**config.mk**
```make
export PLATFORM = sky130hd
export DESIGN_NAME = uart_loader
export DESIGN_NICKNAME = d
export VERILOG_FILES = /design/src/rtl/mmio_pkg.sv /design/src/rtl/mmio_uart_port.sv /design/src/rtl/uart_loader.sv
export SDC_FILE = /design/constraint.sdc
export NUM_CORES = 1
export LEC_CHECK = 0
export ABC_AREA = 1
export CAP_MARGIN = 20
export CORE_MARGIN = 1
export CORE_UTILIZATION = 49
export DETAILED_ROUTE_END_ITERATION = 16
export PLACE_DENSITY = 0.84
export SLEW_MARGIN = 30
export SYNTH_ARGS = -nofsm -noshare
export SYNTH_HDL_FRONTEND = slang
export SYNTH_SLANG_ARGS = --single-unit
```
**constraint.sdc**
```tcl
create_clock -name clock -period 4 [get_ports clock]
set_clock_uncertainty 0.05 [all_clocks]
set_input_delay 0.8 -clock clock [delete_from_list [all_inputs] [get_ports clock]]
set_output_delay 0.8 -clock clock [all_outputs]
set_load 0.005 [all_outputs]
```
**src/rtl/mmio_pkg.sv**
```systemverilog
// MMIO addresses, UART status bit positions and FSM encodings shared by the boot loader.
package mmio_pkg;

    localparam logic [31:0] UART_STATUS_ADDR = 32'h0000_0200;
    localparam logic [31:0] UART_TX_ADDR     = 32'h0000_0201;
    localparam logic [31:0] UART_RX_ADDR     = 32'h0000_0202;
    localparam logic [31:0] RANDOM_ADDR      = 32'h0000_0203;

    localparam int STATUS_RX_READY_BIT    = 0;
    localparam int STATUS_TX_BUSY_BIT     = 1;
    localparam int STATUS_RANDOM_BUSY_BIT = 31;

    localparam logic [7:0] ERR_BYTE = 8'hEE;

    typedef enum logic [2:0] {
        LD_IDLE,
        LD_RX,
        LD_RAM_WR,
        LD_TX,
        LD_DONE,
        LD_ERROR
    } loader_state_t;

    typedef enum logic [1:0] {
        PORT_IDLE,
        PORT_RX_READ,
        PORT_TX_WR
    } port_state_t;

    // What the loader does after a byte has been handled (and echoed, if enabled).
    typedef enum logic [1:0] {
        ACT_RX,
        ACT_RAM_WR,
        ACT_TX_SUM,
        ACT_TX_ERR
    } loader_act_t;

endpackage

```
**src/rtl/mmio_uart_port.sv**
```systemverilog
// Poll-then-access UART sequencer: one Rx read or one Tx write per held request, acked in the access cycle.
// The idle state doubles as the status poll, so a byte costs one poll cycle plus one access cycle.
module mmio_uart_port
    import mmio_pkg::*;
(
    input  logic        clock,
    input  logic        RST,
    input  logic        rx_req,
    input  logic        tx_req,
    input  logic [7:0]  tx_byte,
    input  logic [31:0] q,
    output logic [31:0] vaddr,
    output logic [31:0] data,
    output logic        rx_ack,
    output logic [7:0]  rx_byte,
    output logic        tx_ack
);

    port_state_t state_reg, state_next;

    // Only the status bits and the received byte lane matter here.
    logic unused_q_bits;
    assign unused_q_bits = ^q[31:8];

    always_ff @(posedge clock) begin
        if (RST) begin
            state_reg <= PORT_IDLE;
        end else begin
            state_reg <= state_next;
        end
    end

    always_comb begin
        state_next = state_reg;
        vaddr      = UART_STATUS_ADDR;
        data       = 32'h0;
        rx_ack     = 1'b0;
        rx_byte    = q[7:0];
        tx_ack     = 1'b0;
        case (state_reg)
            PORT_IDLE: begin
                if (rx_req && q[STATUS_RX_READY_BIT]) begin
                    state_next = PORT_RX_READ;
                end else if (tx_req && !q[STATUS_TX_BUSY_BIT]) begin
                    state_next = PORT_TX_WR;
                end
            end
            PORT_RX_READ: begin
                vaddr      = UART_RX_ADDR;
                rx_ack     = 1'b1;
                state_next = PORT_IDLE;
            end
            PORT_TX_WR: begin
                vaddr      = UART_TX_ADDR;
                data       = {24'h0, tx_byte};
                tx_ack     = 1'b1;
                state_next = PORT_IDLE;
            end
            default: begin
                state_next = PORT_IDLE;
            end
        endcase
    end

endmodule

```
**src/rtl/uart_loader.sv**
```systemverilog
// Boot loader: pulls a length-prefixed image from the MMIO UART, writes it word-by-word to RAM, replies with a checksum.
// Define UART_LOADER_ECHO_EN to echo every received byte back before polling for the next one.
module uart_loader
    import mmio_pkg::*;
#(
    parameter logic [31:0] BASE_ADDR = 32'h0000_1000,
    parameter int unsigned MAX_WORDS = 1024
) (
    input  logic        clock,
    input  logic        RST,
    input  logic        start,
    output logic [31:0] vaddr,
    output logic [31:0] data,
    output logic [3:0]  byteena,
    output logic        memWE,
    input  logic [31:0] q,
    output logic        busy,
    output logic        done,
    output logic        error
);

`ifdef UART_LOADER_ECHO_EN
    localparam bit ECHO_EN = 1'b1;
`else
    localparam bit ECHO_EN = 1'b0;
`endif

    loader_state_t state_reg, state_next;
    logic [1:0]    byte_cnt_reg, byte_cnt_next;
    logic          len_phase_reg, len_phase_next;
    logic [31:0]   shift_reg, shift_next;
    logic [31:0]   len_reg, len_next;
    logic [31:0]   word_cnt_reg, word_cnt_next;
    logic [7:0]    checksum_reg, checksum_next;
    logic [7:0]    tx_byte_reg, tx_byte_next;
    logic          echo_reg, echo_next;
    logic          fail_reg, fail_next;
    loader_act_t   resume_reg, resume_next;
    logic          error_reg, error_next;

    loader_act_t   rx_act, act;
    logic          dispatch_en;

    logic          rx_req, tx_req, rx_ack, tx_ack;
    logic [7:0]    rx_byte;
    logic [31:0]   port_vaddr, port_data;

    assign rx_req = (state_reg == LD_RX);
    assign tx_req = (state_reg == LD_TX);

    mmio_uart_port u_port (
        .clock   (clock),
        .RST     (RST),
        .rx_req  (rx_req),
        .tx_req  (tx_req),
        .tx_byte (tx_byte_reg),
        .q       (q),
        .vaddr   (port_vaddr),
        .data    (port_data),
        .rx_ack  (rx_ack),
        .rx_byte (rx_byte),
        .tx_ack  (tx_ack)
    );

    assign busy  = (state_reg == LD_RX) || (state_reg == LD_RAM_WR) || (state_reg == LD_TX);
    assign done  = (state_reg == LD_DONE);
    assign error = error_reg;

    // The RAM write cycle takes the bus; every other cycle belongs to the UART sequencer.
    always_comb begin
        vaddr   = port_vaddr;
        data    = port_data;
        byteena = 4'h0;
        memWE   = 1'b0;
        if (state_reg == LD_RAM_WR) begin
            vaddr   = BASE_ADDR + (word_cnt_reg << 2);
            data    = shift_reg;
            byteena = 4'hF;
            memWE   = 1'b1;
        end
    end

    always_ff @(posedge clock) begin
        if (RST) begin
            state_reg     <= LD_IDLE;
            byte_cnt_reg  <= 2'd0;
            len_phase_reg <= 1'b1;
            shift_reg     <= 32'h0;
            len_reg       <= 32'h0;
            word_cnt_reg  <= 32'h0;
            checksum_reg  <= 8'h0;
            tx_byte_reg   <= 8'h0;
            echo_reg      <= 1'b0;
            fail_reg      <= 1'b0;
            resume_reg    <= ACT_RX;
            error_reg     <= 1'b0;
        end else begin
            state_reg     <= state_next;
            byte_cnt_reg  <= byte_cnt_next;
            len_phase_reg <= len_phase_next;
            shift_reg     <= shift_next;
            len_reg       <= len_next;
            word_cnt_reg  <= word_cnt_next;
            checksum_reg  <= checksum_next;
            tx_byte_reg   <= tx_byte_next;
            echo_reg      <= echo_next;
            fail_reg      <= fail_next;
            resume_reg    <= resume_next;
            error_reg     <= error_next;
        end
    end

    always_comb begin
        state_next     = state_reg;
        byte_cnt_next  = byte_cnt_reg;
        len_phase_next = len_phase_reg;
        shift_next     = shift_reg;
        len_next       = len_reg;
        word_cnt_next  = word_cnt_reg;
        checksum_next  = checksum_reg;
        tx_byte_next   = tx_byte_reg;
        echo_next      = echo_reg;
        fail_next      = fail_reg;
        resume_next    = resume_reg;
        error_next     = error_reg;
        rx_act         = ACT_RX;
        act            = ACT_RX;
        dispatch_en    = 1'b0;

        case (state_reg)
            LD_RX: begin
                if (rx_ack) begin
                    // Bytes arrive little-endian, so shifting in from the top leaves word[7:0] = first byte.
                    shift_next    = {rx_byte, shift_reg[31:8]};
                    byte_cnt_next = byte_cnt_reg + 2'd1;
                    if (len_phase_reg) begin
                        if (byte_cnt_reg == 2'd3) begin
                            len_next       = shift_next;
                            len_phase_next = 1'b0;
                            if (shift_next > MAX_WORDS) begin
                                rx_act = ACT_TX_ERR;
                            end else if (shift_next == 32'h0) begin
                                rx_act = ACT_TX_SUM;
                            end
                        end
                    end else begin
                        checksum_next = checksum_reg + rx_byte;
                        if (byte_cnt_reg == 2'd3) begin
                            rx_act = ACT_RAM_WR;
                        end
                    end
                    if (ECHO_EN) begin
                        state_next   = LD_TX;
                        tx_byte_next = rx_byte;
                        echo_next    = 1'b1;
                        resume_next  = rx_act;
                    end else begin
                        dispatch_en = 1'b1;
                        act         = rx_act;
                    end
                end
            end
            LD_RAM_WR: begin
                word_cnt_next = word_cnt_reg + 32'd1;
                dispatch_en   = 1'b1;
                act           = (word_cnt_next == len_reg) ? ACT_TX_SUM : ACT_RX;
            end
            LD_TX: begin
                if (tx_ack) begin
                    if (echo_reg) begin
                        echo_next   = 1'b0;
                        dispatch_en = 1'b1;
                        act         = resume_reg;
                    end else if (fail_reg) begin
                        state_next = LD_ERROR;
                        error_next = 1'b1;
                    end else begin
                        state_next = LD_DONE;
                    end
                end
            end
            LD_DONE, LD_ERROR: begin
                state_next = LD_IDLE;
            end
            default: begin
            end
        endcase

        if (dispatch_en) begin
            case (act)
                ACT_RX: begin
                    state_next = LD_RX;
                end
                ACT_RAM_WR: begin
                    state_next = LD_RAM_WR;
                end
                ACT_TX_SUM: begin
                    state_next   = LD_TX;
                    tx_byte_next = checksum_next;
                end
                ACT_TX_ERR: begin
                    state_next   = LD_TX;
                    tx_byte_next = ERR_BYTE;
                    fail_next    = 1'b1;
                end
                default: begin
                end
            endcase
        end

        if (!busy && start) begin
            state_next     = LD_RX;
            byte_cnt_next  = 2'd0;
            len_phase_next = 1'b1;
            shift_next     = 32'h0;
            len_next       = 32'h0;
            word_cnt_next  = 32'h0;
            checksum_next  = 8'h0;
            echo_next      = 1'b0;
            fail_next      = 1'b0;
            error_next     = 1'b0;
        end
    end

endmodule
```
==> impl_metrics.ini, run 1 <==
[power]
clkPwrFrac = 0.549
pwr-share-seq = 0.418
intPower_uw = 2280
power_switching_uw = 651
leakage_uw = 0.00351
swShare = 0.222
ir_worst_vdd_mv = 0.301
power_density_mw_per_mm2 = 340
combPwrFrac = 0.033
power_uw = 2930

[global_routing]
antenna_found_initial = 0
grt_max_degree = 67
grt_pass1_wl_mm = 32.5
grt_remaining_overflow = 0
grt_use_total = 0.284
grt_pass1_vias = 6645

[floorplanning]
die_h_um = 122
die_area_sq_mm = 0.0149
coreArea_sq_mm = 0.0140
placementRows = 43
ioPinCount = 107
die_x_um = 122
initial_core_util = 0.505

[setup_path]
crit_type = reg -> out
arrival_ns = 2.76
endpoint_kind = output pin
critPathTopFamily = buffers and inverters
slowest_stage = clkdlybuf4s50_1
startpoint_type = register
required_ns = 3.15
cp_slowest_stage_delay_ns = 0.51
cp_num_buf_inv = 3
path_cells = ha_1 > nand2_1 > nor2_2 > inv_1 > nor2_1 > inv_1 > nor2_1 > o21ai_0 > a21oi_1 > clkdlybuf4s50_1
worst-path-max-fanout = 6

[logic_synthesis]
syn-num-nets = 1160
synthMostInstantiatedCell = nand2_1
synthArstFlopShare = 0
synth_warnings = 0
ys_types = 37
netlist_instances = 1114
synthTopCellsByArea = dfxtp_1, nand2_1, inv_1, a21oi_1, o21ai_0
synth-seq-area-share = 0.346
synth_edf_count = 0
synth_top_area_share = 0.346
ys_ff_latch = 122
synth_top_cell_by_area = dfxtp_1
synth.top_cells.by_count = nand2_1, inv_1, nor2_1
synth_area_sq_mm = 0.00706
syn_area_per_cell_sq_um = 6.34
ys.flop_type = dfxtp_1

[detailed_routing]
drtIter0Drc = 784
drt-wirelength-per-cell_um = 14.8
vias = 7505
avgViaCountPerCell = 5.47
drcViolationCount = 0
drt-total-wl_mm = 20.3
drtPass1Iterations = 7
drtAntennaViolNets = 0

[cells_and_area]
fin_nets = 1225
fin_area_sq_mm = 0.00861
antennaDiodeCount = 0
drive_above_1_share = 0.0688
area_growth_pct = 21.9

[placed_design]
io_buffers = 82
hpwl_mm = 14.1
dp_slack_ns = 0.630
gp_congestion = 0.908
place_area_sq_mm = 0.00800

[sta]
finalCritPeriodShare = 0.903
fin_ws_ns = 0.390
hold_viol_final = 0
worst_pin_slew_ns = 0.633
drv_slew = 0
slew_headroom = 0.578
fmax_ghz = 0.277
setup_viol = 0
tns_ns = 0
post-route-min-period_ns = 3.61
rsz0062_at_grt = false

[clocking]
path_clk_slew_ns = 0.06
cts_buffers = 17
cts.path.max_buffers = 2
cts_root_buf = clkbuf_16
clock_latency_ns = 0.43
ctsResizeCount = 0
cts_max_level = 4
cts_tree = built
cts_setup_buffers = 0
hold_buffers = 0
cts_sinks = 122

[hold_path]
min_path_type = reg -> reg

[run]
max_cap_viol_count = 0

[run_status]
run_status = finished, final reports clean
[final timing paths]
check | endpoint | cells past startpoint | slack (ns) | start
hold reg to reg | len_reg[25] | 2 | 0.42 | len_reg[25]
setup reg to reg | tx_byte_reg[2] | 16 | 0.83 | word_cnt_reg[11]
hold / removal | len_reg[25] | 2 | 0.42 | len_reg[25]
setup / recovery | vaddr[26] | 10 | 0.39 | word_cnt_reg[11]
[worst register-to-register path, delay by kind of cell (launching register included)]
family | cells | cell delay (ns)
adders and majority gates | 1 | 0.29
DFF | 1 | 0.45
and+or+nand+nor | 15 | 2.28
[power by group through the flow]
stage                     logic, uW  clock network, uW  registers (uW)
after CTS                      94.3               1610            1220
after global routing            104               1670            1220
after floorplan                53.7                  0            1250
final                          95.7               1610            1220
after detailed placement       93.6                  0            1250
after global placement         91.8                  0            1250
[cells in the final DEF, fill, tap and decap left out, drive strengths merged, types with 10 or more instances in the layout]
cell / netlist / layout
nor2: 156 / 156
ha: 10 / 10
dfxtp: 122 / 122
inv: 177 / 178
o21ai: 125 / 125
nand2: 226 / 226
nand3: 80 / 80
clkbuf: 34 / 21
nor3: 12 / 12
clkdlybuf4s50: 0 / 82
a21oi: 116 / 116
[per-stage QoR]
step | utilization | hold slack, ns | instances
2_1_floorplan | - | 0.394 | 1114
3_3_place_gp | 0.572 | 0.405 | 1340
3_5_place_dp | 0.572 | 0.413 | 1340
4_1_cts | 0.615 | 0.422 | 1371
5_1_grt | 0.615 | 0.441 | 1371
6_report | 0.615 | 0.419 | 1371
[cell type report]
type                       instances  area [sq um]
fill                            1280          5380
multi-input combinational        771          3790
clock inverter                    10           141
timing repair buffer              89           873
sequential                       122          2440
clock buffer                      21           470
inverter                         178           668
tap                              180           225
[kinds of logic after synthesis]
group / count (synthesis) / share of synthesized area
multiplexers: 1 / 0.00142
buffers and inverters: 221 / 0.121
AO/OA/AOI/OAI: 261 / 0.194
AND/OR/NAND/NOR: 488 / 0.301
adder cells (fa/ha/maj): 11 / 0.0206
flip-flops: 122 / 0.346
XOR/XNOR: 10 / 0.0163
[routing by layer]
| metal | GRT usage | routed length, um | vias up |
|---|---|---|---|
| met5 | 0 | 0 | - |
| met4 | 0.132 | 634 | 0 |
| met3 | 0.0660 | 1700 | 56 |
| met2 | 0.442 | 9080 | 352 |
| met1 | 0.370 | 8930 | 3381 |
| li1 | - | - | 3716 |
Power figures use the tool's default switching activity.
==> run 2: changes to the inputs <==
--- a/config.mk
+++ b/config.mk
@@ -11,7 +11,6 @@
 export CORE_UTILIZATION = 49
 export DETAILED_ROUTE_END_ITERATION = 16
 export PLACE_DENSITY = 0.84
-export SLEW_MARGIN = 30
 export SYNTH_ARGS = -nofsm -noshare
 export SYNTH_HDL_FRONTEND = slang
 export SYNTH_SLANG_ARGS = --single-unit
==> results of run 2 <==
The final DEF is identical to that of run 1; final timing and power are the same.
==> run 3: changes to the inputs <==
--- a/config.mk
+++ b/config.mk
@@ -6,6 +6,7 @@
 export NUM_CORES = 1
 export LEC_CHECK = 0
 export ABC_AREA = 1
+export ABC_CLOCK_PERIOD_IN_PS = 4000
 export CAP_MARGIN = 20
 export CORE_MARGIN = 1
 export CORE_UTILIZATION = 49
==> results of run 3 <==
The final DEF is identical to that of run 1; final timing and power are the same.
